===== src/rtl/agex_mdu_stage_if.sv =====
// Handshake and datapath bundle for the execute stage.
// master: decode/memory side (drives operands and out_ready).
// slave:  the execute stage itself.
interface agex_mdu_stage_if #(
    parameter int XLEN      = 32,
    parameter int REGNOBITS = 5
);
    logic                 in_valid;
    logic                 in_ready;
    logic [4:0]           in_op;
    logic [XLEN-1:0]      in_a;
    logic [XLEN-1:0]      in_b;
    logic [XLEN-1:0]      in_rs2;
    logic [XLEN-1:0]      in_imm;
    logic [XLEN-1:0]      in_pc;
    logic [REGNOBITS-1:0] in_rd;
    logic                 in_wr_reg;

    logic                 out_valid;
    logic                 out_ready;
    logic [XLEN-1:0]      out_result;
    logic [REGNOBITS-1:0] out_rd;
    logic                 out_wr_reg;
    logic                 out_illegal;
    logic                 br_taken;
    logic [XLEN-1:0]      br_target;
    logic                 busy;

    modport master (
        output in_valid, in_op, in_a, in_b, in_rs2, in_imm, in_pc, in_rd, in_wr_reg,
        output out_ready,
        input  in_ready, out_valid, out_result, out_rd, out_wr_reg, out_illegal,
        input  br_taken, br_target, busy
    );

    modport slave (
        input  in_valid, in_op, in_a, in_b, in_rs2, in_imm, in_pc, in_rd, in_wr_reg,
        input  out_ready,
        output in_ready, out_valid, out_result, out_rd, out_wr_reg, out_illegal,
        output br_taken, br_target, busy
    );
endinterface


===== src/rtl/agex_mdu_stage.sv =====
// Execute stage: single-cycle ALU and branch resolver plus an optional
// iterative multiply/divide unit, with valid/ready on both sides.
// Build macro AGEX_MDU_EN includes the MDU; without it ops 10-15 are
// reported illegal and busy stays low.
module agex_mdu_stage #(
    parameter int XLEN      = 32,
    parameter int REGNOBITS = 5,
    parameter int CNTBITS   = 6
) (
    input logic             clk,
    input logic             reset,
    agex_mdu_stage_if.slave bus
);
    localparam int SHW = $clog2(XLEN);

    localparam logic [4:0] OP_ADD   = 5'd0;
    localparam logic [4:0] OP_SUB   = 5'd1;
    localparam logic [4:0] OP_AND   = 5'd2;
    localparam logic [4:0] OP_OR    = 5'd3;
    localparam logic [4:0] OP_XOR   = 5'd4;
    localparam logic [4:0] OP_SLL   = 5'd5;
    localparam logic [4:0] OP_SRL   = 5'd6;
    localparam logic [4:0] OP_SRA   = 5'd7;
    localparam logic [4:0] OP_SLT   = 5'd8;
    localparam logic [4:0] OP_SLTU  = 5'd9;
    localparam logic [4:0] OP_MUL   = 5'd10;
    localparam logic [4:0] OP_MULHU = 5'd11;
    localparam logic [4:0] OP_DIV   = 5'd12;
    localparam logic [4:0] OP_DIVU  = 5'd13;
    localparam logic [4:0] OP_REM   = 5'd14;
    localparam logic [4:0] OP_REMU  = 5'd15;
    localparam logic [4:0] OP_BEQ   = 5'd16;
    localparam logic [4:0] OP_BNE   = 5'd17;
    localparam logic [4:0] OP_BLT   = 5'd18;
    localparam logic [4:0] OP_BGE   = 5'd19;
    localparam logic [4:0] OP_BLTU  = 5'd20;
    localparam logic [4:0] OP_BGEU  = 5'd21;
    localparam logic [4:0] OP_JAL   = 5'd22;
    localparam logic [4:0] OP_JALR  = 5'd23;

    typedef enum logic [1:0] {IDLE, BUSY, HOLD} state_t;

    state_t state, state_nxt;

    logic [XLEN-1:0] a, b, rs2, imm, pc;
    assign a   = bus.in_a;
    assign b   = bus.in_b;
    assign rs2 = bus.in_rs2;
    assign imm = bus.in_imm;
    assign pc  = bus.in_pc;

    logic [SHW-1:0] shamt;
    assign shamt = b[SHW-1:0];

    // Registered outputs
    logic                 out_valid_q;
    logic [XLEN-1:0]      out_result_q;
    logic [REGNOBITS-1:0] out_rd_q;
    logic                 out_wr_q;
    logic                 out_illegal_q;
    logic                 br_taken_q;
    logic [XLEN-1:0]      br_target_q;

    logic in_ready_c, busy_c, accept, mdu_last;

    // Single-cycle decode results
    logic [XLEN-1:0] res_result, res_target;
    logic            res_illegal, res_wr, res_taken, res_mdu;

    // ALU, branch resolver and op classification for the presented instruction
    always_comb begin
        res_result  = '0;
        res_target  = '0;
        res_illegal = 1'b0;
        res_wr      = bus.in_wr_reg;
        res_taken   = 1'b0;
        res_mdu     = 1'b0;
        case (bus.in_op)
            OP_ADD:  res_result = a + b;
            OP_SUB:  res_result = a - b;
            OP_AND:  res_result = a & b;
            OP_OR:   res_result = a | b;
            OP_XOR:  res_result = a ^ b;
            OP_SLL:  res_result = a << shamt;
            OP_SRL:  res_result = a >> shamt;
            OP_SRA:  res_result = $signed(a) >>> shamt;
            OP_SLT:  res_result = {{(XLEN-1){1'b0}}, $signed(a) < $signed(b)};
            OP_SLTU: res_result = {{(XLEN-1){1'b0}}, a < b};
            OP_MUL, OP_MULHU, OP_DIV, OP_DIVU, OP_REM, OP_REMU: begin
`ifdef AGEX_MDU_EN
                res_mdu     = 1'b1;
`else
                res_illegal = 1'b1;
                res_wr      = 1'b0;
`endif
            end
            OP_BEQ, OP_BNE, OP_BLT, OP_BGE, OP_BLTU, OP_BGEU: begin
                // Branches never write rd; only the redirect matters.
                res_wr     = 1'b0;
                res_target = pc + imm;
                case (bus.in_op)
                    OP_BEQ:  res_taken = (a == rs2);
                    OP_BNE:  res_taken = (a != rs2);
                    OP_BLT:  res_taken = ($signed(a) < $signed(rs2));
                    OP_BGE:  res_taken = ($signed(a) >= $signed(rs2));
                    OP_BLTU: res_taken = (a < rs2);
                    default: res_taken = (a >= rs2);
                endcase
            end
            OP_JAL: begin
                res_taken  = 1'b1;
                res_target = pc + imm;
                res_result = pc + XLEN'(4);
            end
            OP_JALR: begin
                res_taken  = 1'b1;
                res_target = (a + imm) & ~XLEN'(1);
                res_result = pc + XLEN'(4);
            end
            default: begin
                res_illegal = 1'b1;
                res_wr      = 1'b0;
            end
        endcase
    end

`ifdef AGEX_MDU_EN
    // MDU working registers: {acc_hi, acc_lo} is the product / remainder:quotient pair
    logic [XLEN-1:0]    acc_hi, acc_lo, opnd;
    logic [CNTBITS-1:0] cnt;
    logic [4:0]         mdu_op;
    logic               mdu_is_mul, q_neg, r_neg, div0;

    logic            a_sgn, b_sgn;
    logic [XLEN-1:0] a_mag, b_mag;
    logic [XLEN:0]   mul_sum, div_sh, div_diff;
    logic [XLEN-1:0] step_hi, step_lo, mdu_result;

    // Operand magnitudes for the signed divide flavours
    always_comb begin
        a_sgn = ((bus.in_op == OP_DIV) || (bus.in_op == OP_REM)) && a[XLEN-1];
        b_sgn = ((bus.in_op == OP_DIV) || (bus.in_op == OP_REM)) && b[XLEN-1];
        a_mag = a_sgn ? -a : a;
        b_mag = b_sgn ? -b : b;
    end

    // One shift-add or restoring-divide step, and the final result picked from it
    always_comb begin
        mul_sum  = {1'b0, acc_hi} + (acc_lo[0] ? {1'b0, opnd} : '0);
        div_sh   = {acc_hi, acc_lo[XLEN-1]};
        div_diff = div_sh - {1'b0, opnd};
        if (mdu_is_mul) begin
            step_hi = mul_sum[XLEN:1];
            step_lo = {mul_sum[0], acc_lo[XLEN-1:1]};
        end else if (!div_diff[XLEN]) begin
            step_hi = div_diff[XLEN-1:0];
            step_lo = {acc_lo[XLEN-2:0], 1'b1};
        end else begin
            step_hi = div_sh[XLEN-1:0];
            step_lo = {acc_lo[XLEN-2:0], 1'b0};
        end
        case (mdu_op)
            OP_MUL:          mdu_result = step_lo;
            OP_MULHU:        mdu_result = step_hi;
            OP_DIV, OP_DIVU: mdu_result = div0 ? '1 : (q_neg ? -step_lo : step_lo);
            default:         mdu_result = r_neg ? -step_hi : step_hi;
        endcase
    end

    assign mdu_last = (cnt == CNTBITS'(1));

    // MDU load on accept, iterate while BUSY
    always_ff @(posedge clk) begin
        if (reset) begin
            acc_hi     <= '0;
            acc_lo     <= '0;
            opnd       <= '0;
            cnt        <= '0;
            mdu_op     <= '0;
            mdu_is_mul <= 1'b0;
            q_neg      <= 1'b0;
            r_neg      <= 1'b0;
            div0       <= 1'b0;
        end else if (accept && res_mdu) begin
            mdu_is_mul <= (bus.in_op == OP_MUL) || (bus.in_op == OP_MULHU);
            mdu_op     <= bus.in_op;
            acc_hi     <= '0;
            if ((bus.in_op == OP_MUL) || (bus.in_op == OP_MULHU)) begin
                acc_lo <= b;
                opnd   <= a;
            end else begin
                acc_lo <= a_mag;
                opnd   <= b_mag;
            end
            // Zero divisor: magnitude divide already leaves rem = |a|,
            // and the r_neg fix-up restores the dividend; only q is forced.
            q_neg <= a_sgn ^ b_sgn;
            r_neg <= a_sgn;
            div0  <= (b == '0);
            cnt   <= CNTBITS'(XLEN);
        end else if (state == BUSY) begin
            acc_hi <= step_hi;
            acc_lo <= step_lo;
            cnt    <= cnt - CNTBITS'(1);
        end
    end
`else
    assign mdu_last = 1'b0;
`endif

    assign accept = bus.in_valid && in_ready_c;

    // State register
    always_ff @(posedge clk) begin
        if (reset) state <= IDLE;
        else       state <= state_nxt;
    end

    // Next-state logic
    always_comb begin
        state_nxt = state;
        case (state)
            IDLE:    if (accept && res_mdu) state_nxt = BUSY;
            BUSY:    if (mdu_last)          state_nxt = HOLD;
            HOLD:    if (bus.out_ready)     state_nxt = IDLE;
            default: state_nxt = IDLE;
        endcase
    end

    // FSM outputs: upstream ready and the decode stall
    always_comb begin
        in_ready_c = 1'b0;
        busy_c     = 1'b0;
        case (state)
            IDLE: in_ready_c = !out_valid_q || bus.out_ready;
`ifdef AGEX_MDU_EN
            BUSY: busy_c = 1'b1;
`endif
            default: ;
        endcase
    end

    // Output register: capture single-cycle results, MDU completion, handshake drop
    always_ff @(posedge clk) begin
        if (reset) begin
            out_valid_q   <= 1'b0;
            out_result_q  <= '0;
            out_rd_q      <= '0;
            out_wr_q      <= 1'b0;
            out_illegal_q <= 1'b0;
            br_taken_q    <= 1'b0;
            br_target_q   <= '0;
        end else begin
            br_taken_q <= 1'b0;
            if (out_valid_q && bus.out_ready) out_valid_q <= 1'b0;
            if (accept) begin
                out_result_q  <= res_result;
                out_rd_q      <= bus.in_rd;
                out_wr_q      <= res_wr;
                out_illegal_q <= res_illegal;
                br_target_q   <= res_target;
                if (!res_mdu) begin
                    out_valid_q <= 1'b1;
                    br_taken_q  <= res_taken;
                end
            end
`ifdef AGEX_MDU_EN
            if ((state == BUSY) && mdu_last) begin
                out_valid_q  <= 1'b1;
                out_result_q <= mdu_result;
            end
`endif
        end
    end

    assign bus.in_ready    = in_ready_c;
    assign bus.busy        = busy_c;
    assign bus.out_valid   = out_valid_q;
    assign bus.out_result  = out_result_q;
    assign bus.out_rd      = out_rd_q;
    assign bus.out_wr_reg  = out_wr_q;
    assign bus.out_illegal = out_illegal_q;
    assign bus.br_taken    = br_taken_q;
    assign bus.br_target   = br_target_q;
endmodule


===== src/flat_wrapper.sv =====
// flat-port wrapper written by rule: the top's interface ports become plain ports
module agex_mdu_stage_flat 
#(
    parameter int XLEN      = 32,
    parameter int REGNOBITS = 5,
    parameter int CNTBITS   = 6
)
  (clk, reset, bus_in_valid, bus_in_op, bus_in_a, bus_in_b, bus_in_rs2, bus_in_imm, bus_in_pc, bus_in_rd, bus_in_wr_reg, bus_out_ready, bus_in_ready, bus_out_valid, bus_out_result, bus_out_rd, bus_out_wr_reg, bus_out_illegal, bus_br_taken, bus_br_target, bus_busy);
  agex_mdu_stage_if #(.XLEN(XLEN), .REGNOBITS(REGNOBITS)) bus_i ();
  input logic clk;
  input logic reset;
  input wire logic [$bits(bus_i.in_valid)-1:0] bus_in_valid;
  input wire logic [$bits(bus_i.in_op)-1:0] bus_in_op;
  input wire logic [$bits(bus_i.in_a)-1:0] bus_in_a;
  input wire logic [$bits(bus_i.in_b)-1:0] bus_in_b;
  input wire logic [$bits(bus_i.in_rs2)-1:0] bus_in_rs2;
  input wire logic [$bits(bus_i.in_imm)-1:0] bus_in_imm;
  input wire logic [$bits(bus_i.in_pc)-1:0] bus_in_pc;
  input wire logic [$bits(bus_i.in_rd)-1:0] bus_in_rd;
  input wire logic [$bits(bus_i.in_wr_reg)-1:0] bus_in_wr_reg;
  input wire logic [$bits(bus_i.out_ready)-1:0] bus_out_ready;
  output wire logic [$bits(bus_i.in_ready)-1:0] bus_in_ready;
  output wire logic [$bits(bus_i.out_valid)-1:0] bus_out_valid;
  output wire logic [$bits(bus_i.out_result)-1:0] bus_out_result;
  output wire logic [$bits(bus_i.out_rd)-1:0] bus_out_rd;
  output wire logic [$bits(bus_i.out_wr_reg)-1:0] bus_out_wr_reg;
  output wire logic [$bits(bus_i.out_illegal)-1:0] bus_out_illegal;
  output wire logic [$bits(bus_i.br_taken)-1:0] bus_br_taken;
  output wire logic [$bits(bus_i.br_target)-1:0] bus_br_target;
  output wire logic [$bits(bus_i.busy)-1:0] bus_busy;
  assign bus_i.in_valid = bus_in_valid;
  assign bus_i.in_op = bus_in_op;
  assign bus_i.in_a = bus_in_a;
  assign bus_i.in_b = bus_in_b;
  assign bus_i.in_rs2 = bus_in_rs2;
  assign bus_i.in_imm = bus_in_imm;
  assign bus_i.in_pc = bus_in_pc;
  assign bus_i.in_rd = bus_in_rd;
  assign bus_i.in_wr_reg = bus_in_wr_reg;
  assign bus_i.out_ready = bus_out_ready;
  assign bus_in_ready = bus_i.in_ready;
  assign bus_out_valid = bus_i.out_valid;
  assign bus_out_result = bus_i.out_result;
  assign bus_out_rd = bus_i.out_rd;
  assign bus_out_wr_reg = bus_i.out_wr_reg;
  assign bus_out_illegal = bus_i.out_illegal;
  assign bus_br_taken = bus_i.br_taken;
  assign bus_br_target = bus_i.br_target;
  assign bus_busy = bus_i.busy;
  agex_mdu_stage #(.XLEN(XLEN), .REGNOBITS(REGNOBITS), .CNTBITS(CNTBITS)) u_core (.clk(clk), .reset(reset), .bus(bus_i));
endmodule

===== config.mk =====
export PLATFORM = sky130hd
export DESIGN_NAME = agex_mdu_stage_flat
export DESIGN_NICKNAME = d
export VERILOG_FILES = /design/src/rtl/agex_mdu_stage_if.sv /design/src/rtl/agex_mdu_stage.sv /design/src/flat_wrapper.sv
export SDC_FILE = /design/constraint.sdc
export NUM_CORES = 1
export LEC_CHECK = 0
export CELL_PAD_IN_SITES_DETAIL_PLACEMENT = 1
export CELL_PAD_IN_SITES_GLOBAL_PLACEMENT = 1
export CORE_ASPECT_RATIO = 1.75
export CORE_MARGIN = 4
export CORE_UTILIZATION = 44
export CTS_CLUSTER_SIZE = 14
export DETAILED_ROUTE_END_ITERATION = 12
export HOLD_SLACK_MARGIN = 0.02
export PLACE_DENSITY = 0.89
export SYNTH_ARGS = -nofsm -noshare
export SYNTH_HDL_FRONTEND = slang
export SYNTH_SLANG_ARGS = --single-unit

===== constraint.sdc =====
create_clock -name clk -period 8 [get_ports clk]
set_input_delay 1.6 -clock clk [delete_from_list [all_inputs] [get_ports clk]]
set_output_delay 1.6 -clock clk [all_outputs]
set_load 0.01 [all_outputs]

Yosys cells after proc, flatten, opt, wreduce, memory -nomap -nowiden
Cells that the tools add are included.

Equality and inequality tests: 22. $lt $le $gt $ge: 6. Bitwise gates (word level): 5. Add/sub/neg operators: 5. Shift operators: 3. Reductions and logical operators: 15. Muxes and demuxes: 11.

Operator list (number): $pmux W32 S11 (1); $lt A32 B32 Y1 (4); $add A32 B32 Y32 (3); $ge A32 B32 Y1 (2); $pmux W32 S2 (1); $eq A5 B5 Y1 const B (8); $add A32 B3 Y32 const B (1); $and A32 B32 Y32 (1); $eq A32 B32 Y1 (1); $ne A32 B32 Y1 (1); $or A32 B32 Y32 (1); $shl A32 B5 Y32 (1); $shr A32 B5 Y32 (1); $sshr A32 B5 Y32 (1); $sub A32 B32 Y32 (1); $xor A32 B32 Y32 (1); $eq A5 B3 Y1 const B (4); $reduce_or A18 Y1 (1); $reduce_or A12 Y1 (1); $eq A5 B2 Y1 const B (2); $eq A5 B4 Y1 const B (2); $reduce_or A7 Y1 (1); $reduce_or A2 Y1 (3); $reduce_or A6 Y1 (1); 17 further kinds (23).

Register bits: 75. Output and inout port bits: 75. Input bits: 175. Word-level logic and storage cells: 75.

Depth between registers and ports, before layout
Gate-level depths: netlist (run 1).

Word-level depth: 6. Mapped depth: 15. Depth with buffers taken out: 14.

Worst setup path after synthesis (run 1)
No wires, ideal clock.

Kind: input-to-reg. Start: in bus_in_b[1]. End: reg u_core.out_result_q[31], in the netlist u_core.bus.out_result[31]. Cell stages on the path: 15. Required time: 7.921 ns. Arrival time: 5.124 ns. Setup slack: 2.797 ns. Path buffers: 3. Setup time: 0.079 ns. Cell sequence: buf_2 buf_2 buf_1 inv_1 ha_1 a211o_1 a21oi_1 a211oi_2 a31oi_4 o21ai_2 a311o_1 a31o_1 a2111oi_2 and4b_1 a211oi_2.

Cells in the longest elaborated chain, start to end: 2. Elaborated cells between the ends (all ways): 6. Those cells by class: add/sub (2); shift (3); mux (1).

RTL lines: start: declaration (RTL line flat_wrapper.sv:15) `input wire logic [$bits(bus_i.in_b)-1:0] bus_in_b;`; $sub A32 B32 Y32, or another cell as far along (RTL line agex_mdu_stage.sv:80) `OP_SUB: res_result = a - b;`; $pmux W32 S11 (*) (RTL line agex_mdu_stage.sv:78) `case (bus.in_op)`; end signal: assignment (RTL line agex_mdu_stage.sv:257) `out_result_q <= res_result;`; end: declaration (RTL line agex_mdu_stage.sv:57) `logic [XLEN-1:0] out_result_q;`.

Mark *: on every way between the ends. The rest lies on a longest branch, timed or not. A chain may end at the register's enable or synchronous reset.

Worst setup path in the final report (run 1)
Start: in bus_in_a[18]. End: reg u_core.out_result_q[30], in the netlist u_core.bus.out_result[30].

Cells in the longest elaborated chain, start to end: 2. Elaborated cells between the ends (all ways): 6. Those cells by class: add/sub (2); shift (3); mux (1).

RTL lines: start: declaration (RTL line flat_wrapper.sv:14) `input wire logic [$bits(bus_i.in_a)-1:0] bus_in_a;`; $sub A32 B32 Y32, or another cell as far along (RTL line agex_mdu_stage.sv:80); $pmux W32 S11 (*) (RTL line agex_mdu_stage.sv:78).

Marked as above.

==> reports/qor.csv, run 1 <==
stage,metric,value,unit
synth,ys_ff_latch,73,
clock_tree,path_clk_slew,0.08,ns
worst_setup_path,r2r_start,u_core.bus.out_valid$_SDFFE_PP0P_,
routing,routed.top_layer,met5,
routing,wl,89500,um
worst_setup_path,cp-start-kind,input port,
routing,drtIter0Drc,1613,
synth,avgSynthCellArea,7.03,sq um
clock_tree,post-cts-setup-buffer-count,0,
place,placed_area,18800,sq um
timing,finalCritPeriodShare,70.7,%
timing,rsz0062_at_grt,no,
timing,slew_headroom,18.3,%
grt,grt_pass1_vias,21700,
routing,first_pass_iters,5,
routing,routed-wl-met2,43700,um
grt,grt_overflow,0,
min_path,min_path_cells,2,
timing,period_minus_slack,5.66,ns
floorplan,dieArea,39600,sq um
worst_setup_path,slowest_delay,0.88,ns
worst_setup_path,critPathKind,in2reg,
cells_and_area,fin_nets,2804,
worst_setup_path,crit_required,8.26,ns
outcome,status,"complete, no violations",
clock_tree,cts_buffers,9,
min_path,hold_path_class,reg2reg,
cells_and_area,syn2layout_area_growth,19.6,%
floorplan,rows,92,
floorplan,die_y,260,um
clock_tree,cts_resized,0,
worst_setup_path,startpoint,bus_in_a[18],
synth,ys_types,87,
timing,tns,0,ns
clock_tree,cts-root-buf,clkbuf_16,
worst_setup_path,path_max_fanout,13,
power_and_ir_drop,power.total,2.11,mW
floorplan,floorplan.core_area,36000,sq um
power_and_ir_drop,peakVddDrop,0.000102,V
cells_and_area,fill_cells,4614,
routing,vias_per_cell,7.02,
synth,async_flop_share,0,%
clock_tree,clock_latency,0.38,ns
timing,skew,0.0113,ns
clock_tree,htreeDepth,3,
floorplan,fp.dieW,152,um
power_and_ir_drop,power.density,110,nW/um^2
run,cap_violations,0,
place,dp_hpwl,70000,um
timing,hold_violations,0,
grt,grtUsageTotal,42.9,%
clock_tree,clock-sinks,73,
cells_and_area,multi_input_comb_area,13500,sq um
clock_tree,cts_tree,done,
synth,syn_inst,2279,
worst_setup_path,cp.depth,13,
routing,vias,20400,
cells_and_area,final_util,53.2,%
floorplan,start_util,44.4,%
cells_and_area,layout_common_cells,"242 x clkdlybuf4s50_1, 231 x nor2_1, 207 x nand2_1, 199 x a21oi_1, 191 x ha_1",
grt,grt_max_degree,63,
clock_tree,clock_path_buffers,2,
timing,fmax,177,MHz
synth,synth_edf_count,0,
cells_and_area,drive_above_1_share,6.23,%
synth,ys_seq_area_share,9.13,%
worst_setup_path,crit_chain,"clkdlybuf4s50_1, inv_1, ha_1, inv_1, o21ai_0, a21oi_1, o41ai_1, a21boi_0, or4b_1, a21oi_1, nor3_1, o31ai_1, o211ai_1",
worst_setup_path,end_kind,flop,
cells_and_area,fin_area,19200,sq um
worst_setup_path,crit_arrival,5.92,ns
power_and_ir_drop,leakage,7.90,nW
clock_tree,cts_hold_buf,0,
routing,wl_per_cell,30.7,um
synth,synth_top_flop_cell,dfxtp_1,
cells_and_area,layout_commonest_cell,clkdlybuf4s50_1,
grt,grt_first_pass_wirelength,132000,um
synth,syn_nets,2649,
synth,syn-cell-area,16000,sq um
worst_setup_path,cp_slowest_cell,clkdlybuf4s50_1,
place,gp_congestion,1.05,
place,post-place-ws,2.15,ns
cells_and_area,seq_area,1460,sq um
routing,met1_length,30400,um
worst_setup_path,cp.buffers_inverters,3,
routing,ant_nets,0,
synth,ys.warnings.count,0,
timing,slew_viol_final,0,
min_path,holdCritStartpoint,u_core.bus.out_result[16]$_SDFFE_PP0P_,
worst_setup_path,critPathTopFamily,compound AO/OA/AOI/OAI gates,
routing,wl_met3,6640,um
timing,timing.final.ws_setup,2.34,ns
timing,worst_pin_slew,1.22,ns
routing,remaining_drc_errors,0,
place,port_buffers,248,
worst_setup_path,r2r_cells,11,
timing,setup_viol,0,
grt,antenna_found_initial,3,
floorplan,ios,250,
-- worst register-to-register path: stages (launching register included) --
cell	delay [ns]
dfxtp_1	0.34
nand2b_1	0.17
and2_1	0.15
buf_4	0.39
nor2_4	0.29
buf_4	0.31
a221oi_1	0.31
o2111ai_1	0.23
nor4_1	0.56
o21ai_0	0.20
a31oi_1	0.18
nor2_1	0.06
-- layer usage --
metal	track usage (%)	up-vias
met5	0	-
met4	34.7	4
met3	7.20	471
met2	75.9	1240
met1	44.6	9907
li1	-	8803
-- stage by stage --
stage / instances / hold WS [ns]
floorplan: 2279 / 0.476
global placement: 2893 / 0.439
detailed placement: 2893 / 0.455
CTS: 2909 / 0.465
global route: 2911 / 0.492
finish: 2911 / 0.463
-- where the power goes --
part / switching [mW] / internal, mW / total [mW] / leakage (nW)
combinational: 0.763 / 0.461 / 1.22 / 7.16
sequential: 0.0101 / 0.378 / 0.388 / 0.594
clock: 0.225 / 0.277 / 0.501 / 0.153
total: 0.998 / 1.12 / 2.11 / 7.90
-- cell type report --
class | instances | area share, %
antenna | 2 | 0.0261
sequential | 73 | 7.63
inverter | 142 | 2.78
clock inverter | 7 | 0.529
multi-input combinational | 1919 | 70.4
clock buffer | 9 | 1.18
timing repair buffer | 289 | 14.4
tap | 470 | 3.07
-- path summary, 6_finish.rpt --
| path | to | slack [ns] |
|---|---|---|
| setup / recovery | u_core.bus.out_result[30]$_SDFFE_PP0P_ | 2.34 |
| hold / removal | u_core.bus.out_result[16]$_SDFFE_PP0P_ | 0.46 |
| setup reg to reg | u_core.bus.out_result[27]$_SDFFE_PP0P_ | 4.67 |
| hold reg to reg | u_core.bus.out_result[16]$_SDFFE_PP0P_ | 0.46 |
-- cells by family (layout without fill, tap and decap cells) --
family	Yosys count	in the layout	synth area share, %
multiplexers	99	99	8.96
XOR/XNOR	91	91	4.98
flip-flops	73	73	9.13
buffers and inverters	287	447	6.94
AND/OR/NAND/NOR	709	709	20.3
other	1	3	0.0234
AO/OA/AOI/OAI	824	824	34.2
adder cells (fa/ha/maj)	195	195	15.4
-- cells in the mapped netlist, types with 17 or more instances --
| cell type | instances | area share [%] |
|---|---|---|
| nand2_1 | 208 | 4.9 |
| o211ai_1 | 28 | 1.3 |
| or2_2 | 17 | 0.66 |
| buf_1 | 24 | 0.56 |
| a21o_1 | 59 | 2.8 |
| a31oi_1 | 26 | 1.0 |
| o21a_1 | 21 | 0.98 |
| xnor2_1 | 54 | 3.0 |
| o22ai_1 | 29 | 1.1 |
| clkbuf_1 | 105 | 2.5 |
| o21bai_1 | 19 | 0.89 |
| a22oi_1 | 23 | 1.1 |
| mux2i_1 | 50 | 3.1 |
| o21ai_0 | 162 | 5.1 |
| inv_1 | 141 | 3.3 |
| a211oi_1 | 47 | 2.2 |
| nand2b_1 | 20 | 0.78 |
| a221oi_1 | 46 | 2.5 |
| mux4_2 | 34 | 4.8 |
| nand4_1 | 24 | 0.94 |
| ha_1 | 191 | 15 |
| dfxtp_1 | 73 | 9.1 |
| o221ai_1 | 20 | 1.1 |
| a21oi_1 | 199 | 6.2 |
| nand3_1 | 54 | 1.7 |
| xor2_1 | 37 | 2.0 |
| nor2_1 | 234 | 5.5 |
| nor3_1 | 58 | 1.8 |
(Power assumes the default switching activity.)
==> inputs of run 2 (changes only) <==
Settings changed: CORE_UTILIZATION 44 to 41, PLACE_DENSITY 0.89 to 0.84.
Clock period 8 ns to 5.83 ns, I/O delays scaled along.
==> run 2 against run 1 <==
Net effect: wire length fell by 1.1%; clock skew decreased by 0.0015 ns; cell count up 2.1%; register-to-register slack got worse by 1.9 ns; power rose by 37%; largest power group unchanged.
==> reports/qor.csv, run 2 (same netlist as run 1, synthesis figures left out) <==
stage,metric,value,unit,change
timing,setup_viol,0,,unchanged
worst_setup_path,crit_arrival,5.12,ns,-0.80 ns
cells_and_area,fin_nets,2850,,+1.6%
timing,tns,0,ns,unchanged
place,port_buffers,248,,unchanged
clock_tree,cts-root-buf,clkbuf_16,,
routing,vias,20200,,-1.3%
outcome,status,"complete, no violations",,
timing,slew_viol_final,0,,unchanged
clock_tree,clock_path_buffers,2,,unchanged
clock_tree,post-cts-setup-buffer-count,0,,unchanged
cells_and_area,layout_common_cells,"242 x clkdlybuf4s50_1, 232 x nor2_1, 207 x nand2_1, 199 x a21oi_1, 191 x ha_1",,
run,cap_violations,0,,unchanged
floorplan,start_util,41.6,%,-2.9 points
worst_setup_path,end_kind,flop,,
min_path,hold_path_end,u_core.bus.out_rd[0]$_SDFFE_PP0P_,,
cells_and_area,drive_above_1_share,7.89,%,+1.7 points
place,dp_hpwl,71400,um,+1.9%
floorplan,ios,250,,unchanged
min_path,min_path_cells,2,,unchanged
worst_setup_path,r2r_start,u_core.bus.out_valid$_SDFFE_PP0P_,,
grt,grtUsageTotal,40.2,%,-2.7 points
clock_tree,clock_latency,0.39,ns,about the same
timing,rsz0062_at_grt,no,,
worst_setup_path,reg2reg_to,u_core.bus.out_result[29]$_SDFFE_PP0P_,,
floorplan,floorplan.core_area,38500,sq um,+6.9%
power_and_ir_drop,leakage,8.14,nW,+3.0%
place,gp_congestion,1.06,,+0.99%
floorplan,die_y,269,um,+3.5%
cells_and_area,syn2layout_area_growth,22.1,%,
clock_tree,htreeDepth,3,,unchanged
clock_tree,cts_buffers,9,,unchanged
worst_setup_path,path_max_fanout,4,,-9
timing,worst_pin_slew,1.04,ns,-0.180 ns
place,dp.cells,2954,,+2.1%
worst_setup_path,rrSetupSlack,2.79,ns,-1.88 ns
min_path,hold_path_class,reg2reg,,
timing,finalCritPeriodShare,83.3,%,
worst_setup_path,critPathKind,in2reg,,
floorplan,rows,95,,+3.3%
min_path,holdCritStartpoint,u_core.bus.out_rd[0]$_SDFFE_PP0P_,,
timing,hold_violations,0,,unchanged
worst_setup_path,r2r_cells,8,,-3
routing,drtIter0Drc,1671,,+3.6%
timing,fmax,206,MHz,
routing,vias_per_cell,6.78,,-3.3%
grt,grt_max_degree,63,,unchanged
timing,period_minus_slack,4.86,ns,
worst_setup_path,startpoint,bus_in_pc[0],,
routing,first_pass_iters,5,,unchanged
timing,skew,0.00980,ns,-0.00153 ns
routing,ant_nets,0,,unchanged
power_and_ir_drop,power.density,149,nW/um^2,+35%
clock_tree,path_clk_slew,0.08,ns,about the same
floorplan,fp.dieW,157,um,+3.4%
routing,wl_per_cell,29.8,um,-3.1%
worst_setup_path,cp-start-kind,input port,,
grt,antenna_found_initial,4,,+1
power_and_ir_drop,peakVddDrop,0.000124,V,+22%
worst_setup_path,crit_required,6.09,ns,-2.17 ns
clock_tree,clock-sinks,73,,unchanged
routing,remaining_drc_errors,0,,unchanged
timing,slew_headroom,30.5,%,+12 points
grt,grt_overflow,0,,unchanged
floorplan,dieArea,42400,sq um,+7.0%
grt,grt_pass1_vias,21200,,-2.3%
grt,grt_first_pass_wirelength,131000,um,-0.96%
clock_tree,cts_resized,0,,unchanged
clock_tree,cts_tree,done,,
routing,wl,88600,um,-1.1%
clock_tree,cts_hold_buf,0,,unchanged
cells_and_area,finalNonFillerCells,2973,,+2.1%
cells_and_area,layout_commonest_cell,clkdlybuf4s50_1,,
cells_and_area,fill_cells,4908,,+6.4%
## run 2: per-layer routing
layer | vias up | track usage, % | wire (um)
li1 | 8876 | - | -
met1 | 9863 | 44.3 | 31200
met2 | 1054 | 68.9 | 43300
met3 | 371 | 5.86 | 6110
met4 | 4 | 29.5 | 7910
met5 | - | 0 | 34
## run 2: worst max path at each step
stage / end / depth (start not counted)
final: u_core.bus.br_target[30]$_SDFFE_PP0P_ / 13
after detailed placement: u_core.bus.br_target[30]$_SDFFE_PP0P_ / 13
after CTS: u_core.bus.out_result[31]$_SDFFE_PP0P_ / 13
after global placement: u_core.bus.br_target[28]$_SDFFE_PP0P_ / 13
after floorplan: u_core.bus.out_result[31]$_SDFFE_PP0P_ / 15
after global routing: u_core.bus.out_result[24]$_SDFFE_PP0P_ / 13
## run 2: metrics by stage
step | utilization (%) | power [mW] | setup WS (ns) | instance area, sq um | hold slack, ns
2_1_floorplan | - | 1.51 | 1.06 | 16000 | 0.476
3_3_place_gp | 49.9 | 2.13 | 0.760 | 19200 | 0.436
3_5_place_dp | 49.9 | 2.18 | 0.696 | 19200 | 0.450
4_1_cts | 50.7 | 2.88 | 1.09 | 19500 | 0.462
5_1_grt | 50.8 | 3.04 | 0.742 | 19500 | 0.478
6_report | 50.8 | 2.90 | 0.971 | 19500 | 0.459
## run 2: critical path: stages
cell,delay [ns]
clkdlybuf4s50_1,0.47
ha_1,0.26
fa_1,0.40
a21oi_1,0.23
o31ai_1,0.16
o221a_2,0.32
a221oi_1,0.56
o21ai_1,0.32
a211oi_1,0.56
o21ai_1,0.16
o211ai_1,0.18
mux2i_1,0.22
o211ai_1,0.11
## run 2: report_power, final
part	internal (mW)	total, mW	leakage, nW	switching (mW)
Clock	0.380	0.686	0.156	0.306
Combinational	0.652	1.69	7.39	1.04
Sequential	0.518	0.531	0.594	0.0131
Total	1.55	2.90	8.14	1.36
## run 2: area by class of cell
class	count	area (sq um)	area share (%)
repair buffers	335	3130	16.0
flip-flops and latches	73	1460	7.48
clock buffers	9	225	1.15
inverters	142	533	2.73
well taps	485	607	3.10
diodes	3	7.51	0.0384
multi-input cells	1919	13500	69.0
clock inverters	7	103	0.525
==> RTL change: new RTL, config.mk and constraints of run 2 <==
`REGNOBITS` is set to 5 in 3 places; all go to 6.
--- a/src/rtl/agex_mdu_stage_if.sv
+++ b/src/rtl/agex_mdu_stage_if.sv
@@ -5,3 +5,3 @@
     parameter int XLEN      = 32,
-    parameter int REGNOBITS = 5
+    parameter int REGNOBITS = 6
 );
--- a/src/rtl/agex_mdu_stage.sv
+++ b/src/rtl/agex_mdu_stage.sv
@@ -6,3 +6,3 @@
     parameter int XLEN      = 32,
-    parameter int REGNOBITS = 5,
+    parameter int REGNOBITS = 6,
     parameter int CNTBITS   = 6
--- a/src/flat_wrapper.sv
+++ b/src/flat_wrapper.sv
@@ -4,3 +4,3 @@
     parameter int XLEN      = 32,
-    parameter int REGNOBITS = 5,
+    parameter int REGNOBITS = 6,
     parameter int CNTBITS   = 6
Ports: changed (resized bus_in_rd and bus_out_rd); port bits go from 250 to 252. The function was not compared with the original's and may differ.
==> RTL change against run 2 <==
  * Sequential cell count grew 1
  * Sequential share of layout area grew 0.084 points
  * Design area grew 0.25%
  * Core utilization is essentially flat
  * Worst setup slack gained 0.085 ns
  * Synthesized cell count grew 0.13%
  * Area after synthesis grew 0.61%
  * Count of clock-buffer cells in the layout is the same
  * Global-route usage grew 1.0 points
  * Critical path type unchanged
  * Routed wire length grew 2.7%
  * Power grew 1.5%
==> RTL change: results (changes against run 2) <==
Critical path
The cell type of the slowest stage on the worst timing path is nor4b_1 (was a221oi_1). The arrival time of data at the critical path endpoint is 5.02 ns (was 5.12 ns). The largest fanout on the critical path is 13 (was 4).

Route
The first-iteration detailed-routing DRC count was 1609 (was 1671). The routed length per instance is 30.6 µm (was 29.8 µm). The via count of the routed design is 20.3k (was 20.2k).

Logic synthesis
Leading cell types by count after synthesis: 233 x nor2_1, 212 x a21oi_1, 191 x ha_1 (was 234 x nor2_1, 208 x nand2_1, 199 x a21oi_1). The distinct cell type count after synthesis is 98 (was 87). The count of mapped cells out of synthesis is 2282 (was 2279). The number of nets in the synthesized netlist is 2653 (was 2649).

The adder-cell area share of the yosys netlist was 15.3% (was 15.4%). The mux contribution to synthesized area is 8.49% (was 8.96%). The xor/xnor cell area share of the yosys netlist is 4.73% (was 4.98%). The register bit total from synthesis is 74 (was 73). Leading cell types by total area after synthesis: ha_1 15%, dfxtp_1 9.2%, a21oi_1 6.6% (was ha_1 15%, dfxtp_1 9.1%, a21oi_1 6.2%). The register area share after synthesis is 9.20% (was 9.13%). The compound-gate portion of the synthesized area is 34.3% (was 34.2%).

Global route
The initial antenna violation count is 0 (was 4). The first-pass GRT wire length is 134000 µm (was 131000 µm). The largest net degree at the start of global routing is 89 (was 63). The via count of the first global-routing pass is 21.4k (was 21.2k). The total track usage is 41.2% (was 40.2%).

Layout
The final layout net count is 2858 (was 2850). The number of multi-input combinational cells is 1917 (was 1919). The footprint of the multi-input gates is 13500 µm² (about the same).

The number of filler instances in the final layout is 4976 (was 4908). The number of diodes added for antenna fixing is 0 (was 3). The total of plain and repair buffers excluding clock buffers is 338 (was 335). The flip-flop and latch area was 1480 µm² (was 1460 µm²). The final standard cell count with taps included and fillers excluded was 2977 (was 2973). The share of final-layout standard cells stronger than drive strength 1 is 8.15% (was 7.89%). The number of logic inverters in the finished layout is 147 (was 142). The fraction of cell area in non-clock buffers is 16.1% (was 16.0%). The final standard cell utilization of the core is 50.7% (was 50.8%).

Hold path
The source of the worst hold timing path was u_core.bus.out_result[21] (was u_core.bus.out_rd[0]).

Place
The final HPWL from detailed placement is 73100 µm (was 71400 µm). The number of buffers inserted by port buffering is 250 (was 248). The placer's final routability congestion estimate is 1.01 (was 1.06). The worst-case setup slack after placement came to 0.726 ns (was 0.696 ns).

Timing
The post-route clock skew is 0.0157 ns (was 0.00980 ns). The smallest hold slack is 0.453 ns (was 0.459 ns). The pin slew with the least headroom to its limit is 1.19 ns (was 1.04 ns). The final critical path time including I/O delays and setup is 4.77 ns (was 4.86 ns).

Power and ir drop
The cell area power density is 150 nW/µm² (was 149 nW/µm²). The maximum ir drop on the vdd rail is 0.148 mV (was 0.124 mV). The sequential cell power is 0.544 mW (was 0.531 mW).

The relative contribution of combinational cells to total power was 58.3% (was 58.1%). The leakage power total is 8.22 nW (was 8.14 nW). The switching power summed over all nets is 1.38 mW (was 1.36 mW).

Status
Status: finished, final reports clean (unchanged).
RTL change: changes by cell type in the layout (fill, tap and decap cells not counted), sizes merged, moves of 10 or more:
cell   before  now
a21oi     199  214
and3       13   25
nand3      54   65
nor2b      16   26
nand2     208  189
RTL change: per-layer routing:
| metal | vias to the layer above | share of wire [%] | track usage [%] |
|---|---|---|---|
| li1 | 8911 | - | - |
| met1 | 9919 | 35 | 45.7 |
| met2 | 1077 | 49 | 70.3 |
| met3 | 379 | 6.8 | 5.64 |
| met4 | 0 | 9.1 | 30.4 |
| met5 | - | 0 | 0 |
RTL change: final timing paths:
check | to | cells past startpoint
setup / recovery | u_core.bus.out_result[30] | 14
hold / removal | u_core.bus.out_result[21] | 2
setup reg to reg | u_core.bus.out_result[25] | 10
hold reg to reg | u_core.bus.out_result[21] | 2
RTL change: logic make-up after synthesis:
kind of cell               after synthesis
DFF                                     74
buffers and inverters                  291
and+or+nand+nor                        713
other                                    1
adders and majority gates              195
AOI/OAI and AO/OA                      821
muxes                                  100
xor gates and xnor gates                87
